--- config.mk ---
export PLATFORM = sky130hd
export DESIGN_NAME = cache_arbiter
export DESIGN_NICKNAME = d
export VERILOG_FILES = /design/src/rtl/cache_arbiter.sv
export SDC_FILE = /design/constraint.sdc
export NUM_CORES = 1
export LEC_CHECK = 0
export ABC_AREA = 1
export CAP_MARGIN = 20
export CORE_AREA = 2 2 282 284
export CTS_BUF_LIST = sky130_fd_sc_hd__clkbuf_16
export CTS_CLUSTER_DIAMETER = 100
export DETAILED_ROUTE_END_ITERATION = 10
export DIE_AREA = 0 0 284 286
export PLACE_DENSITY = 0.46
export SLEW_MARGIN = 20
export SYNTH_ARGS = -nofsm -noshare
export SYNTH_HDL_FRONTEND = slang
export SYNTH_SLANG_ARGS = --single-unit
--- constraint.sdc ---
create_clock -name clk -period 1.55 [get_ports clk]
set_input_delay 0.31 -clock clk [delete_from_list [all_inputs] [get_ports clk]]
set_output_delay 0.31 -clock clk [all_outputs]
set_load 0.01 [all_outputs]
--- src/rtl/cache_arbiter.sv ---
// Round-robin arbiter joining the I-cache and D-cache onto one physical-memory port.
// The winner's address, write data and op are latched at grant; responses go only to the winner.
module cache_arbiter #(
  parameter int unsigned ADDR_WIDTH = 16,
  parameter int unsigned LINE_WIDTH = 128
) (
  input  logic                  clk,
  input  logic                  reset,
  input  logic                  i_pmem_read,
  input  logic [ADDR_WIDTH-1:0] i_pmem_address,
  output logic                  i_pmem_resp,
  output logic [LINE_WIDTH-1:0] i_pmem_rdata,
  input  logic                  d_pmem_read,
  input  logic                  d_pmem_write,
  input  logic [ADDR_WIDTH-1:0] d_pmem_address,
  input  logic [LINE_WIDTH-1:0] d_pmem_wdata,
  output logic                  d_pmem_resp,
  output logic [LINE_WIDTH-1:0] d_pmem_rdata,
  output logic                  pmem_read,
  output logic                  pmem_write,
  output logic [ADDR_WIDTH-1:0] pmem_address,
  output logic [LINE_WIDTH-1:0] pmem_wdata,
  input  logic                  pmem_resp,
  input  logic [LINE_WIDTH-1:0] pmem_rdata,
  output logic [15:0]           i_grant_count,
  output logic [15:0]           d_grant_count
);

  localparam int unsigned CNT_WIDTH = 16;
  localparam logic [CNT_WIDTH-1:0] CNT_MAX = {CNT_WIDTH{1'b1}};

  typedef enum logic [1:0] {
    IDLE   = 2'd0,
    I_BUSY = 2'd1,
    D_BUSY = 2'd2
  } state_t;

  state_t state;
  state_t state_next;
  logic   last_grant_d;
  logic   op_write;
  logic   i_req;
  logic   d_req;
  logic   grant_i;
  logic   grant_d;

  assign i_req = i_pmem_read;
  assign d_req = d_pmem_read | d_pmem_write;

  // State register
  always_ff @(posedge clk) begin
    if (!reset) begin
      state <= IDLE;
    end else begin
      state <= state_next;
    end
  end

  // Next state and grant decision; ties go to whichever side was not served last
  always_comb begin
    state_next = state;
    grant_i    = 1'b0;
    grant_d    = 1'b0;
    case (state)
      IDLE: begin
        if (i_req && d_req) begin
          grant_i = last_grant_d;
          grant_d = ~last_grant_d;
        end else begin
          grant_i = i_req;
          grant_d = d_req;
        end
        if (grant_i) begin
          state_next = I_BUSY;
        end else if (grant_d) begin
          state_next = D_BUSY;
        end
      end
      I_BUSY, D_BUSY: begin
        if (pmem_resp) begin
          state_next = IDLE;
        end
      end
      default: state_next = IDLE;
    endcase
  end

  // Strobes decode the registered state; responses are gated off while reset is held
  always_comb begin
    pmem_read   = 1'b0;
    pmem_write  = 1'b0;
    i_pmem_resp = 1'b0;
    d_pmem_resp = 1'b0;
    case (state)
      I_BUSY: begin
        pmem_read   = 1'b1;
        i_pmem_resp = pmem_resp & reset;
      end
      D_BUSY: begin
        pmem_read   = ~op_write;
        pmem_write  = op_write;
        d_pmem_resp = pmem_resp & reset;
      end
      default: ;
    endcase
  end

  assign i_pmem_rdata = pmem_rdata;
  assign d_pmem_rdata = pmem_rdata;

  // Transaction latch, round-robin history and saturating grant counters
  always_ff @(posedge clk) begin
    if (!reset) begin
      pmem_address  <= '0;
      pmem_wdata    <= '0;
      op_write      <= 1'b0;
      last_grant_d  <= 1'b0;
      i_grant_count <= '0;
      d_grant_count <= '0;
    end else if (grant_i) begin
      pmem_address <= i_pmem_address;
      op_write     <= 1'b0;
      last_grant_d <= 1'b0;
      if (i_grant_count != CNT_MAX) begin
        i_grant_count <= i_grant_count + CNT_WIDTH'(1);
      end
    end else if (grant_d) begin
      pmem_address <= d_pmem_address;
      op_write     <= d_pmem_write;
      last_grant_d <= 1'b1;
      if (d_pmem_write) begin
        pmem_wdata <= d_pmem_wdata;
      end
      if (d_grant_count != CNT_MAX) begin
        d_grant_count <= d_grant_count + CNT_WIDTH'(1);
      end
    end
  end

endmodule

* Yosys cells after proc, flatten, opt, wreduce, memory -nomap -nowiden
Index checks and enable logic that the tools add are counted.
Storage, ports and cells: flip-flop bits (word level) 180, input bits 294, output and inout port bits 436, word-level logic and storage cells 46
Operators by class: $add $sub $neg 2, eq/ne operators 6, multiplexer cells 16, bitwise gates (word level) 6, reductions and logical operators 9
Operators by type and width (count):
- $add A16 B1 Y16 const B | 2
- $mux W16 | 2
- $ne A16 B16 Y1 const B | 2
- $mux W1 | 9
- $mux W2 | 3
- $reduce_and A3 Y1 | 2
- $not A1 Y1 | 4
- $pmux W2 S2 | 1
- $reduce_and A2 Y1 | 2
- $reduce_or A2 Y1 | 2
- $ne A3 B3 Y1 const B | 1
- $eq A2 B1 Y1 const B | 1
- $eq A2 B2 Y1 const B | 1
- $logic_not A2 Y1 | 1
- $ne A2 B2 Y1 const B | 1
- $pmux W1 S2 | 1
- $reduce_bool A2 Y1 | 1
- $and A1 B1 Y1 | 1
- $logic_and A1 B1 Y1 | 1
- $or A1 B1 Y1 | 1

* Logic depth before layout (Yosys ltp)
depth after elaboration 7, depth in mapped cells 11, mapped depth without buffers 10

* Worst setup path before layout
No wires, ideal clock.
kind reg-to-reg, from reg i_grant_count[0], to reg i_grant_count[11], library setup time 0.115 ns, arrival time 1.475 ns, required time 1.435 ns, path slack -0.040 ns, stages on the path, launching flop included 10, path buffers 1, clock period less this slack 1.590 ns, cells stage by stage dfxtp_1 -> ha_1 -> inv_1 -> nor2_1 -> nand2_1 -> nor2_1 -> nor2_2 -> buf_4 -> a21oi_1 -> nor2_1
Between the ends: longest elaborated chain between the ends 2, elaborated cells between the ends (all ways) 3, classes of those cells add/sub (1); eq/ne (1); reduce/logical (1)
Ends and longest elaborated chain:
- start: declaration | line 25 | output logic [15:0] i_grant_count,
- start signal: assignment | line 125 | i_grant_count <= i_grant_count + CNT_WIDTH'(1);
- parallel branches: the longest is 2 deep, another holds $add A16 B1 Y16
Parallel ways; which one is timed is not known. A chain may end at the register's enable or synchronous reset.

* Worst setup path after layout
from reg state[0], to out pmem_write
Between the ends: longest elaborated chain between the ends 2
Ends and longest elaborated chain:
- start: declaration | line 38 | state_t state;
- start signal: assignment | line 55 | state <= state_next;
- $eq A2 B2 Y1 | line 94 | case (state)
- $mux W1 | line 94
- end: declaration | line 20 | output logic pmem_write,
No other way between the ends.

==> flow_metrics.py <==
metrics = {
    "route": {
        "wl_mm": 41.8,
        "drc": 0,
        "drtIter0Drc": 346,
        "routedWlPerCell_um": 16.9,
        "ant_nets": 0,
        "via_count": 8710,
        "viasPerCell": 3.52,
        "firstDrtPassIters": 8,
    },
    "synth": {
        "yosys_warnings": 0,
        "synth_top_family_by_area": "buffers and inverters",
        "synth_simple_gate_area_share_pct": 23.8,
        "yosysTopAreaCell": "dfxtp_1",
        "synth_compound_gate_area_share_pct": 9.99,
        "synth_xor_area_share_pct": 1.04,
        "synthAdderAreaFrac_pct": 0.672,
        "synth_nets": 1564,
        "async_flop_share_pct": 0,
        "syn_area_um2": 9310,
        "syn_avg_cell_area_um2": 7.36,
        "synthDistinctLibCells": 25,
        "ys.flop_type": "dfxtp_1",
        "yosys.area.top_type_share_pct": 38.7,
        "ys_ff_latch": 180,
        "synthTopCellsByArea": "dfxtp_1 (39%), buf_4 (22%), nand2_1 (12%)",
        "muxShareOfSynthArea_pct": 0,
        "synthCells": 1265,
        "synth_edf_count": 0,
        "synth_seq_area_share_pct": 38.7,
    },
    "sta": {
        "hold_violations": 0,
        "worstMarginPinSlew_ns": 0.712,
        "slew_viol_final": 0,
        "period_minus_slack_ns": 1.94,
        "setup_viol": 179,
        "slew_headroom_pct": 52.6,
        "max_freq_mhz": 516,
        "post-route-period-util_pct": 125,
        "rsz0062_at_grt": "yes",
        "setup_slack_ns": -0.387,
        "timing.hold.ws_ns": 0.385,
        "fin_skew_ns": 0.0179,
    },
    "die": {
        "die_y_um": 286,
        "dieArea_um2": 81200,
        "pin_count": 730,
        "start_util_pct": 11.9,
        "rows": 103,
        "die_x_um": 284,
        "coreArea_um2": 78400,
    },
    "power_and_ir_drop": {
        "power_switching_mw": 4.79,
        "switching_share_pct": 34.3,
        "power.share.sequential_pct": 37.7,
        "power_density_nw_per_um2": 1040,
        "p_int_mw": 9.16,
        "power_frac_comb_pct": 29.6,
        "ir_worst_vdd_mv": 0.723,
        "p_clk_share_pct": 32.7,
        "leakage_nw": 5.44,
    },
    "placed_design": {
        "globalplace.congestion": 0.807,
        "hpwlAfterDp_mm": 30.2,
        "portBuffers": 345,
        "place_ws_ns": -0.684,
    },
    "global_routing": {
        "grt_overflow": 0,
        "first_global_vias": 8738,
        "grt_pass1_wl_mm": 59.0,
        "grt_util_all_layers_pct": 9.99,
        "grt_max_degree": 106,
        "antenna_found_initial": 4,
    },
    "setup_path": {
        "critical_path.cell_chain": "inv_2 -> buf_6 -> ha_4 -> buf_6 -> buf_6 -> nand2_4 -> inv_4 -> buf_12",
        "critPathMostFrequentCell": "buf_6",
        "cp-end-kind": "primary output",
        "slowest_stage": "dfxtp_2",
        "worstPathRequired_ns": 1.24,
        "critPathKind": "reg -> out",
        "cp-start-kind": "flop",
        "cp.arrival_ns": 1.63,
        "crit_path_max_incr_delay_ns": 0.36,
        "crit_path_max_fanout": 3,
    },
    "clock_tree": {
        "cts_tree": "done",
        "path_clk_slew_ns": 0.08,
        "cts_root_buf": "clkbuf_16",
        "cts.sinks": 180,
        "cts_buffer_depth": 2,
        "cts.htree.levels": 4,
        "clock_latency_ns": 0.50,
        "numCtsBuffers": 17,
    },
    "finish": {
        "final-seq-area_um2": 3630,
        "mostFrequentLayoutCells": "nand2_1 (284), a21oi_1 (172), clkdlybuf4s50_1 (164)",
        "syn_to_final_growth_pct": 44.4,
        "multi_input_area_um2": 3410,
        "drive_gt1_share_pct": 15.6,
        "final_common_cell": "nand2_1",
        "final_nets": 1710,
        "fill_cells": 9008,
    },
    "flow_run": {
        "maxCapViolCount": 0,
    },
    "worst_hold_path": {
        "min_path_type": "in -> reg",
    },
    "outcome": {
        "status": "finished, violations left",
        "violations": "setup timing",
    },
}
-- kinds of logic after synthesis --
| kind of cell | Yosys count |
|---|---|
| compound gates | 183 |
| xor+xnor | 11 |
| fa+ha+maj | 5 |
| buf+inv | 360 |
| flops | 180 |
| simple gates | 526 |
-- path summary, 6_finish.rpt --
check / startpoint / end / slack, ns / depth (start not counted)
setup / recovery: state[0] / pmem_write / -0.39 / 8
setup reg to reg: state[0] / pmem_wdata[21] / -0.22 / 9
hold reg to reg: pmem_wdata[111] / pmem_wdata[111] / 0.46 / 2
hold / removal: d_pmem_wdata[17] / pmem_wdata[17] / 0.39 / 3
-- per-stage QoR --
step,cell area (um2),cells,setup TNS (ns),util [%],power (mW)
floorplan,9320,1265,0,-,7.63
global placement,12700,2426,-85.66,16.2,9.16
detailed placement,12700,2426,-92.73,16.2,9.18
CTS,13400,2468,-32.34,17.0,14.2
global route,13400,2474,-49.25,17.1,14.8
finish,13400,2475,-27.21,17.1,14.0
-- power groups by stage --
stage                     Clock [mW]  Sequential [mW]  Combinational, mW
after floorplan                    0             5.54               2.09
after global placement             0             5.36               3.80
final                           4.57             5.26               4.13
after detailed placement           0             5.37               3.81
after global routing            5.00             5.31               4.50
after CTS                       4.85             5.26               4.12
-- critical path: cells and delay by family, from the launching register on --
family,cells,cell delay (ns)
buffers and inverters,6,0.55
DFF,1,0.36
adders and majority gates,1,0.15
and+or+nand+nor,1,0.07
-- state kept, by name, indices dropped and copies added (netlist names) --
register / count
d_grant_count: 16
i_grant_count: 16
last_grant_d: 1
op_write: 1
pmem_address: 16
pmem_wdata: 128
state: 2
-- what timing repair did --
| action | in CTS | in global routing |
|---|---|---|
| endpoints found under the setup margin | 357 | 197 |
| buffers inserted | 6 | 4 |
| hold buffers | 0 | 0 |
| gates cloned | 5 | 2 |
| gates resized for setup | 326 | 23 |
| pin swaps | 4 | 3 |
-- cells in the mapped netlist, types with 2 or more instances --
cell type,instances
inv_1,31
nand3b_1,2
buf_2,18
inv_2,3
ha_1,5
nand4_1,11
xor2_1,6
nand2_1,288
nor2_1,70
dfxtp_1,180
xnor2_1,5
a21oi_1,172
nor2_2,2
o21ai_0,7
nand3_1,150
buf_4,274
clkbuf_1,33
-- metal layers --
layer	wire, um	vias up	global-route usage, %
met5	154	-	1.16
met4	2410	10	7.13
met3	5470	141	5.85
met2	18500	488	15.1
met1	15200	3933	10.2
li1	-	4138	-
-- final cells by class --
class / count / area share, %
tap: 1050 / 9.78
antenna: 2 / 0.0373
clock buffer: 17 / 3.17
sequential: 180 / 27.0
multi-input combinational: 726 / 25.4
inverter: 34 / 1.10
timing repair buffer: 452 / 32.4
clock inverter: 14 / 1.16
Note: power is estimated with default switching activity, not from simulation.
